### src/rtl/max_min_scan.sv
// Streams a window of words from a read-latency-RD_LAT memory and reports the
// largest and smallest values, with the first offset at which each occurs.
module max_min_scan #(
  parameter int DEPTH  = 128,
  parameter int WIDTH  = 8,
  parameter int RD_LAT = 1,
  localparam int AW    = $clog2(DEPTH),
  localparam int LW    = AW + 1
) (
  input  logic             i_clk,
  input  logic             i_rst,
  input  logic             i_start,
  input  logic [AW-1:0]    i_base,
  input  logic [LW-1:0]    i_len,
  input  logic             i_signed,
  output logic             o_rden,
  output logic [AW-1:0]    o_addr,
  input  logic [WIDTH-1:0] i_data,
  output logic             o_busy,
  output logic             o_done,
  output logic             o_err,
  output logic [WIDTH-1:0] o_max,
  output logic [WIDTH-1:0] o_min,
  output logic [AW-1:0]    o_max_idx,
  output logic [AW-1:0]    o_min_idx
);

  typedef enum logic [1:0] {S_IDLE, S_RUN, S_DRAIN, S_DONE} state_t;

  // Valid pipeline pattern once only the final read is still in flight.
  localparam logic [RD_LAT-1:0] LAST_ONLY = RD_LAT'(1) << (RD_LAT - 1);

  state_t             r_state;
  logic [AW-1:0]      r_addr;
  logic [LW-1:0]      r_cnt;
  logic               r_sgn;
  logic [RD_LAT-1:0]  r_vld;
  logic               r_first;
  logic [AW-1:0]      r_idx;
  logic               r_err;
  logic [WIDTH-1:0]   r_max;
  logic [WIDTH-1:0]   r_min;
  logic [AW-1:0]      r_max_idx;
  logic [AW-1:0]      r_min_idx;

  logic w_rden;
  logic w_take;
  logic w_len_bad;
  logic w_gt;
  logic w_lt;

  assign w_rden    = (r_state == S_RUN);
  assign w_take    = r_vld[RD_LAT-1];
  assign w_len_bad = (i_len == '0) || (i_len > LW'(DEPTH));
  assign w_gt      = r_sgn ? ($signed(i_data) > $signed(r_max)) : (i_data > r_max);
  assign w_lt      = r_sgn ? ($signed(i_data) < $signed(r_min)) : (i_data < r_min);

  // NOTE: every register here is assigned with <= so all of them update from
  // the same pre-edge values; a blocking = would leak new values within the edge.
  always_ff @(posedge i_clk or posedge i_rst) begin
    if (i_rst) begin
      r_state   <= S_IDLE;
      r_addr    <= '0;
      r_cnt     <= '0;
      r_sgn     <= 1'b0;
      r_vld     <= '0;
      r_first   <= 1'b0;
      r_idx     <= '0;
      r_err     <= 1'b0;
      r_max     <= '0;
      r_min     <= '0;
      r_max_idx <= '0;
      r_min_idx <= '0;
    end else begin
      r_vld <= (r_vld << 1) | RD_LAT'(w_rden);

      case (r_state)
        S_IDLE: begin
          if (i_start) begin
            r_addr  <= i_base;
            r_cnt   <= i_len;
            r_sgn   <= i_signed;
            r_err   <= w_len_bad;
            r_first <= 1'b1;
            r_idx   <= '0;
            r_state <= w_len_bad ? S_DONE : S_RUN;
          end
        end
        S_RUN: begin
          r_addr <= r_addr + AW'(1);
          r_cnt  <= r_cnt - LW'(1);
          if (r_cnt == LW'(1)) r_state <= S_DRAIN;
        end
        S_DRAIN: begin
          if (r_vld == LAST_ONLY) r_state <= S_DONE;
        end
        default: r_state <= S_IDLE;
      endcase

      // The first sample seeds both extremes; later ones replace only on strict wins.
      if (w_take) begin
        r_idx   <= r_idx + AW'(1);
        r_first <= 1'b0;
        if (r_first) begin
          r_max     <= i_data;
          r_min     <= i_data;
          r_max_idx <= '0;
          r_min_idx <= '0;
        end else begin
          if (w_gt) begin
            r_max     <= i_data;
            r_max_idx <= r_idx;
          end
          if (w_lt) begin
            r_min     <= i_data;
            r_min_idx <= r_idx;
          end
        end
      end
    end
  end

  assign o_rden    = w_rden;
  assign o_addr    = r_addr;
  assign o_busy    = (r_state != S_IDLE);
  assign o_done    = (r_state == S_DONE);
  assign o_err     = r_err;
  assign o_max     = r_max;
  assign o_min     = r_min;
  assign o_max_idx = r_max_idx;
  assign o_min_idx = r_min_idx;

endmodule

### config.mk
export PLATFORM = sky130hd
export DESIGN_NAME = max_min_scan
export DESIGN_NICKNAME = d
export VERILOG_FILES = /design/src/rtl/max_min_scan.sv
export SDC_FILE = /design/constraint.sdc
export NUM_CORES = 1
export LEC_CHECK = 0
export ABC_AREA = 1
export BUFFER_PORTS_ARGS = -buffer_cell sky130_fd_sc_hd__buf_2
export CAP_MARGIN = 5
export CORE_MARGIN = 2
export CORE_UTILIZATION = 40
export CTS_CLUSTER_DIAMETER = 100
export DETAILED_ROUTE_END_ITERATION = 8
export PLACE_DENSITY = 0.59
export SLEW_MARGIN = 10
export SYNTH_ARGS = -nofsm -noshare
export SYNTH_HDL_FRONTEND = slang
export SYNTH_SLANG_ARGS = --single-unit
export TNS_END_PERCENT = 10
### constraint.sdc
create_clock -name i_clk -period 4 [get_ports i_clk]
set_input_delay 0.6 -clock i_clk [delete_from_list [all_inputs] [get_ports i_clk]]
set_output_delay 0.6 -clock i_clk [all_outputs]
set_load 0.02 [all_outputs]
# --- After elaboration in Yosys (flattened, before gate mapping) ---
# Cells that the tools add are included.
classes:
  addsub: 3
  multipliers: 0
  n_div: 0
  magnitude_cmp: 5
  eq_ne: 7
  shift: 0
  muxes: 25
  bitwise: 0
  reduce_logical: 15
op_table:
  columns: ["operator", "n"]
  rows:
  - ["7-bit two-way mux", 8]
  - ["8-bit two-way mux", 5]
  - ["8-bit greater-than comparator", 2]
  - ["8-bit < comparator", 2]
  - ["8-bit case mux with 2 select lines", 1]
  - ["7-bit by 1-bit adder with 7-bit output (second input constant)", 2]
  - ["7-bit case mux with 2 select lines", 1]
  - ["2-bit nonzero test", 6]
  - ["2-bit AND reduction", 5]
  - ["8-bit by 1-bit == test with 1-bit output (second input constant)", 1]
  - ["8-bit greater-than comparator (second input constant)", 1]
  - ["8-bit zero test", 1]
  - ["2-bit two-way mux", 4]
  - ["8-bit by 1-bit subtractor with 8-bit output (second input constant)", 1]
  - ["2-bit case mux with 3 select lines", 1]
  - ["1-bit two-way mux", 5]
  - ["2-bit == test (second input constant)", 2]
  - ["2-bit inequality test (second input constant)", 2]
  - ["3-bit AND reduction", 1]
  - ["2-bit by 1-bit == test with 1-bit output (second input constant)", 1]
  - ["2-bit zero test", 1]
  - ["2-bit by 1-bit inequality test with 1-bit output (second input constant)", 1]
  - ["1-bit logical OR", 1]
totals:
  reg_bits: 58
  latch_bits: 0
  ramBits: 0
  mem_bits_ro: 0
  input_bits: 27
  out_inout_bits: 41
  elab_cells: 67
  mem_count: 0

# --- Depth between registers and ports, before layout ---
# Gate-level depths: netlist of the first run.
logic_depth:
  depth_word: 5
  depth_mapped: 17
  depth_no_buf: 16

# --- Least setup slack after synthesis of the first run ---
# No wires, ideal clock.
synth_path:
  kind: "input to register"
  from: "input port i_data[7]"
  to: "register r_max[0] (netlist: o_max[0])"
  setup_time_ns: 0.117
  arrival_time_ns: 1.783
  t_required_ns: 3.883
  path_slack_ns: 2.100
  stages: 11
  n_path_buf: 1
  cell_sequence: "ha_1 -> a21o_1 -> nor2_1 -> nand3_1 -> nand2_1 -> nand2_2 -> nand2_4 -> nand2_4 -> buf_6 -> nand2_1 -> nand2_1"
synth_via:
  elab_chain_len: 4
  elab_cells_between_ends: 5
  cone_classes: "2 x order compare; 1 x mux; 2 x reduce/logical"
synth_lines:
  columns: ["item", "line", "rtl"]
  rows:
  - ["start: declaration", "18", "input logic [WIDTH-1:0] i_data,"]
  - ["8-bit greater-than comparator", "55", "assign w_gt = r_sgn ? ($signed(i_data) > $signed(r_max)) : (i_data > r_max);"]
  - ["1-bit two-way mux *", "55", null]
  - ["2-bit nonzero test (no line) *", null, null]
  - ["2-bit AND reduction (no line) *", null, null]
  - ["end signal: assignment", "105", "r_max <= i_data;"]
  - ["end signal: assignment", "111", "r_max <= i_data;"]
  - ["end: declaration", "41", "logic [WIDTH-1:0] r_max;"]
# Every way passes the cells marked *; elsewhere a longest branch is shown, timed or not.
# A chain may end at the register's enable or synchronous reset.

# --- Final worst setup path of the first run ---
layout_path:
  from: "register r_state[1]"
  to: "register r_addr[4] (netlist: o_addr[4])"
layout_via:
  elab_chain_len: 3
  elab_cells_between_ends: 6
  cone_classes: "2 x eq/ne; 1 x mux; 3 x reduce/logical"
layout_lines:
  columns: ["item", "line", "rtl"]
  rows:
  - ["start: declaration", "33", "state_t r_state;"]
  - ["start signal: assignment", "86", "r_state <= w_len_bad ? S_DONE : S_RUN;"]
  - ["2-bit by 1-bit == test with 1-bit output or 2-bit zero test (tied branches)", "77", "case (r_state)"]
  - ["2-bit nonzero test (no line) or 2-bit inequality test (tied branches)", null, null]
  - ["2-bit AND reduction (no line)", null, null]
  - ["end signal: assignment", "80", "r_addr <= i_base;"]
  - ["end signal: assignment", "90", "r_addr <= r_addr + AW'(1);"]
  - ["end: declaration", "34", "logic [AW-1:0] r_addr;"]
# Parallel ways exist; a longest one is shown, timed or not.

==> run metrics, run 1 <==
vias between 2,000 and 3,000; Synth warnings 0; Slew Limit Fails 0; most frequent cells in the layout nand2_1 (130), buf_2 (67), dfrtp_1 (58), inv_1 (57), nand3_1 (37); crit path launch type flip-flop; Max H-tree Level 3; TNS Setup 0 ps; mux share of post-synthesis cell area 0%; fin crit share 64.2%; Area growth syn-to-layout 18.0%; Max FO, Critical Path 22; vias in the first global route approximately 2,800; clk sinks 58; Synth Instances 432; sequential element share of the synthesized area 43.6%; post-cts sizing count 0; share of layout cells above drive strength 1 between 10% and 20%; number of CTS-inserted buffers 9; library cells used by synthesis 30; Max Cap Viol 0; Compound-Gate Fraction of Synth Area under 10%; met2 routed WL 3570 um; Detail Placement HPWL between 5000 and 6000 um; Routed Antenna Nets 0; CTS tree done; worst vdd ir 0.294 mV; Hold WS 320 ps; Critical Path Start r_state[1]; met3 WL just over 400 um; Boundary Pins roughly 70; CP endpoint kind flip-flop; Overall Power ~3.2 mW; register bit count reported by yosys 58; Overflow after GRT 0; Core Rows 33; Max Clk Rate 0.389 GHz; Buffers on Ports 67; # DRC 0; type of the worst min-delay path in -> async; Worst Tran Pin Value 759 ps; outcome finished, final reports clean; initial DRC count 121; Req. time, crit path 4220 ps; gpl congestion 0.806; CTS Root Cell clkbuf_8; Diodes inserted 0; worst r2r src r_state[1]; Hold Fails Final Rpt 0; simple-gate share of the synthesized area 27.9%; first-pass GRT wire length about 13,000 um; Setup Buffers After CTS 0; Synthesized Nets 482; mapped cell area 3330 sq um; most common cell after layout, fill and taps aside nand2_1; Initial Util around 41%; max_slew headroom between 40% and 50%; main combinational cell family by area after synthesis simple AND/OR/NAND/NOR gates; worst endpoint data arrival time roughly 2800 ps; Die Ht 95.2 um; placed inst area 3730 sq um; DRT Pass-1 Iters 4; final clock skew 10.5 ps; Leak 2.23 nW; Post-Synth XOR/XNOR Area 1.05%; RSZ-0062 raised after global routing no; die width 95.2 um; largest net degree at the start of global routing 35; final WL 7700 um; core area 8130 sq um; Vias/cell 4.85; met1 wire length 3630 um; detailed-route wire length per cell 12.7 um; Post-CTS Hold Buffers 0; die area between 9000 and 10,000 sq um; power per cell area 802 nW/um^2; GRT Util Overall 18.3%; Clock transition at path regs 70 ps; top sig layer met4; worst setup slack after layout approximately 1400 ps; clock tree buffer depth 2; kind of critical path reg -> reg; Clk Latency, worst-skew pair 330 ps; fin crit period 2570 ps; # nets final about 550; Synth Area in Adders 8.64%; final setup violating endpoints 0; initial antenna violation count 0; post-route cell area 3930 sq um; pre-CTS setup slack 1480 ps; syn avg cell area a little under 8 sq um
-- final timing paths --
check / end / slack (ps) / depth (start not counted)
max: o_addr[4] / 1430 / 10
min: o_max[4] / 320 / 2
max reg2reg: o_addr[4] / 1430 / 10
min reg2reg: o_min_idx[5] / 470 / 2
max in group asynchronous: o_min[3] / 2820 / 3
min in group i_clk: o_min_idx[5] / 470 / 2
-- layer usage --
metal | global-route usage, % | up-vias
li1 | - | 1504
met1 | 24.0 | 1362
met2 | 29.8 | 75
met3 | 3.79 | 10
met4 | 7.00 | 0
met5 | 0 | -
-- sequential cells by signal (all words and copies together), names as in the netlist --
register	flops
o_addr	7
o_err	1
o_max	8
o_max_idx	7
o_min	8
o_min_idx	7
r_cnt	8
r_first	1
r_idx	7
r_sgn	1
r_state	2
r_vld	1
-- worst max-delay path, cell delays in order, from the launching register on --
cell and delay, ps:
dfrtp_1 410, inv_1 90, ha_1 650, inv_2 310, o21ai_1 210, buf_4 240, inv_1 200, a21oi_1 150
o21ai_0 90, nand2_1 70, inv_1 30
-- final cells by class --
cell class	count	area [sq um]
Timing Repair Buffer	70	358
Clock inverter	1	5.00
Multi-Input combinational cell	299	1560
Sequential cell	58	1450
Inverter	60	225
Fill cell	806	4210
Tap cell	105	131
Clock buffer	15	196
-- report_power, final --
| group | internal (mW) | switching [mW] | total (mW) |
|---|---|---|---|
| Clock | 0.309 | 0.223 | 0.532 |
| Sequential | 0.820 | 0.194 | 1.01 |
| Combinational | 0.526 | 1.08 | 1.60 |
| Total | 1.66 | 1.49 | 3.15 |
-- metrics by stage --
stage | cells | util [%]
4_1_cts | 608 | 48.3
3_5_place_dp | 592 | 45.8
3_3_place_gp | 592 | 45.8
5_1_grt | 608 | 48.3
2_1_floorplan | 432 | -
6_report | 608 | 48.3
-- cells in the mapped netlist (all sizes together) --
library cell / number / area [sq um]
o22ai: 1 / 6.26
a31oi: 2 / 12.5
nand4: 4 / 25.0
a21oi: 15 / 75.1
a31o: 1 / 8.76
o211ai: 3 / 22.5
inv: 60 / 225
o32ai: 1 / 8.76
a21o: 1 / 7.51
nor3: 4 / 25.0
buf: 11 / 77.6
nand3b: 2 / 18.8
xor2: 4 / 35.0
nor2: 31 / 116
nand3: 38 / 203
o21a: 1 / 7.51
o21ai: 32 / 160
clkbuf: 4 / 15.0
dfrtp: 58 / 1450
nand2: 136 / 541
ha: 23 / 288
-- logic make-up (layout without fill, tap and decap cells) --
kind of cell	count (synthesis)	in the layout
and+or+nand+nor	215	215
buffers and inverters	75	146
DFF	58	58
AOI/OAI and AO/OA	57	57
adders and majority gates	23	23
xor gates and xnor gates	4	4
Power figures use the tool's default switching activity.
==> run 2: changes to the inputs <==
--- a/config.mk
+++ b/config.mk
@@ -12,7 +12,7 @@
 export CORE_UTILIZATION = 40
 export CTS_CLUSTER_DIAMETER = 100
 export DETAILED_ROUTE_END_ITERATION = 8
-export PLACE_DENSITY = 0.59
+export PLACE_DENSITY = 0.62
 export SLEW_MARGIN = 10
 export SYNTH_ARGS = -nofsm -noshare
 export SYNTH_HDL_FRONTEND = slang
==> constraint.sdc (replaced) <==
create_clock -name i_clk -period 2.2 [get_ports i_clk]
set_input_delay 0.33 -clock i_clk [delete_from_list [all_inputs] [get_ports i_clk]]
set_output_delay 0.33 -clock i_clk [all_outputs]
set_load 0.02 [all_outputs]
==> run 2 against run 1 <==
Effect of this change:
- non-clock buffer count up 3
- via count grew 1.6%
- cell area up 2.2%
- die area unchanged
- clock power increased by 130%
- utilization is 1.1 points higher
- sequential share of layout area decreased by 0.79 points
- count of clock-buffer cells in the layout decreased by 3
- largest power group unchanged
- sequential power rose by 79%
- routed wire length shrank 2.2%
- critical path depth grew 3
- combinational power up 85%
==> run metrics, run 2 (synthesized netlist as in run 1, its figures left out) <==
Max H-tree Level 3 (unchanged); most frequent cells in the layout nand2_1 (130), buf_2 (67), dfrtp_1 (58), inv_1 (57), nand3_1 (37) (unchanged); crit path launch type flip-flop (unchanged); cell with the largest stage delay on the worst path dfrtp_1 (was ha_1); Diodes inserted 0 (unchanged); Critical Path, Cell by Cell inv_1 -> ha_1 -> nand2_1 -> nor2_1 -> nand2_1 -> nand2_1 -> nand2_1 -> nand2_1 -> nand2_2 -> nand2_4 -> nand2_4 -> nand2_1 -> nand2_1 (was inv_1 -> ha_1 -> inv_2 -> o21ai_1 -> buf_4 -> inv_1 -> a21oi_1 -> o21ai_0 -> nand2_1 -> inv_1); CP most frequent cell nand2_1 (was inv_1); die area 9070 sq um (unchanged); Die Ht 95.2 um (unchanged); # nets final 551 (was 548); Initial Util 40.9% (unchanged); Max Cap Viol 0 (unchanged); Overall Power 6.03 mW (was 3.15 mW); Slew Limit Fails 0 (unchanged); RR Endpoint o_max_idx[1] (was o_addr[4]); GRT Util Overall 18.5% (was 18.3%); DRT Pass-1 Iters 4 (unchanged); worst r2r src o_max[7] (was r_state[1]); fin crit share 87.9% (was 64.2%); share of layout cells above drive strength 1 20.0% (was 19.5%); Detail Placement HPWL 5430 um (was 5600 um); TNS Setup 0 ps (unchanged); final clock skew 8.01 ps (was 10.5 ps); Gate power share 49.1% (was 50.9%); detailed-route wire length per cell 12.3 um (was 12.7 um); Hold Fails Final Rpt 0 (unchanged); clk sinks 58 (unchanged); Req. time, crit path 2420 ps (was 4220 ps); worst endpoint data arrival time 2160 ps (was 2790 ps); Leak 2.27 nW (was 2.23 nW); Sequential Power Share 30.1% (was 32.2%); type of the worst min-delay path in -> async (unchanged); Routed Antenna Nets 0 (unchanged); Buffers on Ports 67 (unchanged); Post-CTS Hold Buffers 0 (unchanged); vias 2,999 (was 2,951); Overflow after GRT 0 (unchanged); RSZ-0062 raised after global routing no (unchanged); outcome finished, final reports clean (unchanged); first-pass GRT wire length 13,200 um (was 12,900 um); gpl congestion 0.806 (about the same); Pint 3.30 mW (was 1.66 mW); CP peak stage delay 380 ps (was 650 ps); kind of critical path reg -> reg (unchanged); clock share of power 20.8% (was 16.9%); Setup Buffers After CTS 0 (unchanged); CP endpoint kind flip-flop (unchanged); Area growth syn-to-layout 20.6% (was 18.0%); dpl cells 595 (was 592); number of CTS-inserted buffers 9 (unchanged); crit path capture o_max_idx[1] (was o_addr[4]); Worst Tran Pin Value 571 ps (was 759 ps); clock tree buffer depth 2 (unchanged); most common cell after layout, fill and taps aside nand2_1 (unchanged); Max FO, Critical Path 16 (was 22); Sw Pwr 2.73 mW (was 1.49 mW); Vias/cell 4.91 (was 4.85); fin crit period 1930 ps (was 2570 ps); CTS Root Cell clkbuf_8 (unchanged); final setup violating endpoints 0 (unchanged); worst vdd ir 0.641 mV (was 0.294 mV); vias in the first global route 2,887 (was 2,778); # DRC 0 (unchanged); CTS tree done (unchanged); largest net degree at the start of global routing 42 (was 35); Final Non-Filler Cells 611 (was 608); max_slew headroom 61.9% (was 49.4%); switching share of power 45.3% (was 47.4%); Critical Path Start o_max[7] (was r_state[1]); Clk Latency, worst-skew pair 340 ps (was 330 ps); Clock transition at path regs 70 ps (about the same); initial antenna violation count 0 (unchanged); post-cts sizing count 0 (unchanged); Core Rows 33 (unchanged); initial DRC count 82 (was 121); final WL 7530 um (was 7700 um); die width 95.2 um (unchanged); core area 8130 sq um (unchanged); reg2reg setup slack 270 ps (was 1430 ps); Worst R2R Path Depth 13 (was 10); power per cell area 1500 nW/um^2 (was 802 nW/um^2); Max Clk Rate 0.517 GHz (was 0.389 GHz); Boundary Pins 68 (unchanged)
-- run 2: cell count changes in the layout (fill, tap and decap cells not counted) --
| cell | change |
|---|---|
| clkinvlp_4 | +1 |
| buf_4 | +2 |
| buf_12 | +1 |
| clkbuf_8 | -3 |
| clkinv_2 | -1 |
| bufinv_16 | +3 |
-- run 2: cell type report --
class                   count  area [sq um]
fillers                   822          4120
multi-input cells         299          1560
flip-flops and latches     58          1450
repair buffers             73           393
inverters                  60           225
clock buffers              12           155
well taps                 105           131
clock inverters             4          97.6
-- run 2: worst min path at each step --
stage | from | cells after the start | endpoint | slack, ps
6_report | i_rst | 2 | o_max_idx[6] | 50
5_1_grt | i_rst | 2 | o_max_idx[4] | 90
4_1_cts | i_rst | 2 | o_max_idx[4] | 60
3_5_place_dp | i_rst | 2 | o_max_idx[4] | 420
3_3_place_gp | i_rst | 2 | o_max_idx[4] | 410
2_1_floorplan | i_signed | 2 | r_sgn | 450
-- run 2: power groups by stage --
stage	combinational, mW	sequential [mW]	clock, mW
5_1_grt	3.43	1.87	1.33
3_3_place_gp	2.93	1.82	0
6_report	2.96	1.81	1.25
4_1_cts	3.00	1.82	1.28
3_5_place_dp	3.00	1.83	0
2_1_floorplan	1.95	2.10	0
-- run 2: per-stage QoR --
step | setup slack [ps] | utilization [%] | hold WS, ps | area, sq um
2_1_floorplan | 396 | - | 451 | 3330
3_3_place_gp | 249 | 46.2 | 414 | 3760
3_5_place_dp | 216 | 46.2 | 422 | 3760
4_1_cts | 250 | 49.3 | 60.0 | 4010
5_1_grt | 48.4 | 49.3 | 85.5 | 4010
6_report | 266 | 49.3 | 49.9 | 4010
-- run 2: critical path, delay by kind of cell, from the launching register on --
family	cells	cell delay (ps)
AND/OR/NAND/NOR	11	1090
buffers and inverters	1	50
flip-flops	1	380
adder cells (fa/ha/maj)	1	300
-- run 2: routing by layer --
layer / track usage, % / wire length (um) / share of wire (%) / up-vias
li1: - / - / - / 1517
met1: 24.3 / 3570 / 47 / 1396
met2: 30.3 / 3510 / 47 / 76
met3: 3.79 / 357 / 4.7 / 10
met4: 6.40 / 91 / 1.2 / 0
met5: 0 / 0 / 0 / -
==> run 3: changes to the inputs <==
--- a/config.mk
+++ b/config.mk
@@ -12,7 +12,7 @@
 export CORE_UTILIZATION = 40
 export CTS_CLUSTER_DIAMETER = 100
 export DETAILED_ROUTE_END_ITERATION = 8
-export PLACE_DENSITY = 0.62
+export PLACE_DENSITY_LB_ADDON = 0.12
 export SLEW_MARGIN = 10
 export SYNTH_ARGS = -nofsm -noshare
 export SYNTH_HDL_FRONTEND = slang
==> run 3 against run 2 <==
Effect of this change:
- die area unchanged
- routed wire length is 0.35% lower
- flip-flop and latch count unchanged
- utilization fell by 0.75 points
- hold slack got worse by 6.9 ps
- clock skew rose by 1.6 ps
- sequential share of layout area is 0.56 points higher
- cell area shrank 1.5%
- global-route usage fell by 0.29 points
- critical endpoint is now o_max[6]
==> run metrics, run 3 (synthesized netlist as in run 1, its figures left out) <==
outcome finished, final reports clean (unchanged); Max FO, Critical Path 16 (unchanged); Slew Limit Fails 0 (unchanged); Detail Placement HPWL 5450 um (was 5430 um); Max Cap Viol 0 (unchanged); most common cell after layout, fill and taps aside nand2_1 (unchanged); post-cts sizing count 0 (unchanged); fin crit period 1950 ps (was 1930 ps); Post-CTS Hold Buffers 0 (unchanged); Pint 2.95 mW (was 3.30 mW); type of the worst min-delay path in -> async (unchanged); Core Rows 33 (unchanged); clock tree buffer depth 2 (unchanged); share of layout cells above drive strength 1 20.2% (was 20.0%); die width 95.2 um (unchanged); Diodes inserted 0 (unchanged); Area growth syn-to-layout 18.7% (was 20.6%); kind of critical path reg -> reg (unchanged); Boundary Pins 68 (unchanged); CTS tree done (unchanged); number of CTS-inserted buffers 9 (unchanged); Routed Antenna Nets 0 (unchanged); Sw Pwr 2.76 mW (was 2.73 mW); Hold WS 43.0 ps (was 49.9 ps); Critical Path, Cell by Cell inv_1 -> ha_1 -> nand2_1 -> nor2_1 -> nand2_1 -> nand2_1 -> nand2_1 -> nand2_1 -> nand2_2 -> nand2_4 -> nand2_4 -> nand2_1 -> nand2_1 (unchanged); final clock skew 9.63 ps (was 8.01 ps); Buffers on Ports 67 (unchanged); GRT Util Overall 18.2% (was 18.5%); # nets final 551 (unchanged); # DRC 0 (unchanged); clock share of power 15.8% (was 20.8%); Req. time, crit path 2440 ps (was 2420 ps); Worst Tran Pin Value 387 ps (was 571 ps); cell with the largest stage delay on the worst path dfrtp_1 (unchanged); CTS Root Cell clkbuf_8 (unchanged); vias 2,907 (was 2,999); Worst Path Buf+Inv 1 (unchanged); die area 9070 sq um (unchanged); final setup violating endpoints 0 (unchanged); Gate power share 52.4% (was 49.1%); most frequent cells in the layout nand2_1 (130), buf_2 (67), dfrtp_1 (58), inv_1 (57), nand3_1 (37) (unchanged); Setup Buffers After CTS 0 (unchanged); CP peak stage delay 410 ps (was 380 ps); worst vdd ir 0.815 mV (was 0.641 mV); final WL 7500 um (was 7530 um); gpl congestion 0.787 (was 0.806); fin crit share 88.8% (was 87.9%); clk sinks 58 (unchanged); max_slew headroom 74.1% (was 61.9%); Overflow after GRT 0 (unchanged); Max H-tree Level 3 (unchanged); switching share of power 48.3% (was 45.3%); CP delay by family, top simple AND/OR/NAND/NOR gates (unchanged); Vias/cell 4.76 (was 4.91); largest net degree at the start of global routing 59 (was 42); initial DRC count 134 (was 82); Initial Util 40.9% (unchanged); CP most frequent cell nand2_1 (unchanged); TNS Setup 0 ps (unchanged); core area 8130 sq um (unchanged); RSZ-0062 raised after global routing no (unchanged); detailed-route wire length per cell 12.3 um (about the same); vias in the first global route 2,766 (was 2,887); Clk Latency, worst-skew pair 340 ps (about the same); first-pass GRT wire length 12,900 um (was 13,200 um); Hold Fails Final Rpt 0 (unchanged); Max Clk Rate 0.512 GHz (was 0.517 GHz); reg2reg setup slack 250 ps (was 270 ps); power per cell area 1450 nW/um^2 (was 1500 nW/um^2); Sequential Power Share 31.8% (was 30.1%); initial antenna violation count 0 (unchanged); CP endpoint kind flip-flop (unchanged); Leak 2.23 nW (was 2.27 nW); Clock transition at path regs 80 ps (was 70 ps); DRT Pass-1 Iters 5 (was 4); Die Ht 95.2 um (unchanged); worst endpoint data arrival time 2190 ps (was 2160 ps); crit path launch type flip-flop (unchanged)
run 3: final timing paths:
check / cells after the start / to / startpoint
min: 3 / o_addr[1] / i_rst
min in group i_clk: 3 / r_sgn / i_signed
max reg2reg: 13 / o_max[6] / o_max[7]
max in group asynchronous: 3 / o_max[1] / i_rst
min reg2reg: 2 / o_max_idx[5] / o_max_idx[5]
max: 13 / o_max[6] / o_max[7]
run 3: routing by layer:
layer	routed length (um)	track usage, %	up-vias
met4	80	6.16	0
met3	409	3.56	9
li1	-	-	1512
met5	0	0	-
met1	3650	24.5	1318
met2	3360	29.3	68
run 3: layout make-up:
| class | instances | area, sq um |
|---|---|---|
| tap | 105 | 131 |
| clock buffer | 10 | 138 |
| clock inverter | 6 | 41.3 |
| sequential | 58 | 1450 |
| timing repair buffer | 73 | 405 |
| inverter | 60 | 225 |
| fill | 821 | 4180 |
| multi-input combinational | 299 | 1560 |
run 3: worst min-delay path, stage by stage:
cell	delay, ps
buf_2	100
inv_2	60
buf_12	280
run 3: stage by stage:
stage / util [%] / area, sq um / instances / total power [mW] / worst slack [ps]
4_1_cts: 48.6 / 3950 / 611 / 5.78 / 258
3_3_place_gp: 46.4 / 3770 / 595 / 4.82 / 257
3_5_place_dp: 46.4 / 3770 / 595 / 4.85 / 233
6_report: 48.6 / 3950 / 611 / 5.71 / 247
2_1_floorplan: - / 3330 / 432 / 4.05 / 396
5_1_grt: 48.6 / 3950 / 611 / 6.28 / 33.9
run 3: power groups by stage:
stage          registers, mW  logic [mW]  clock network [mW]
2_1_floorplan           2.10        1.95                   0
3_3_place_gp            1.82        2.99                   0
3_5_place_dp            1.83        3.03                   0
4_1_cts                 1.81        3.03               0.929
5_1_grt                 1.87        3.43               0.982
6_report                1.81        3.00               0.902
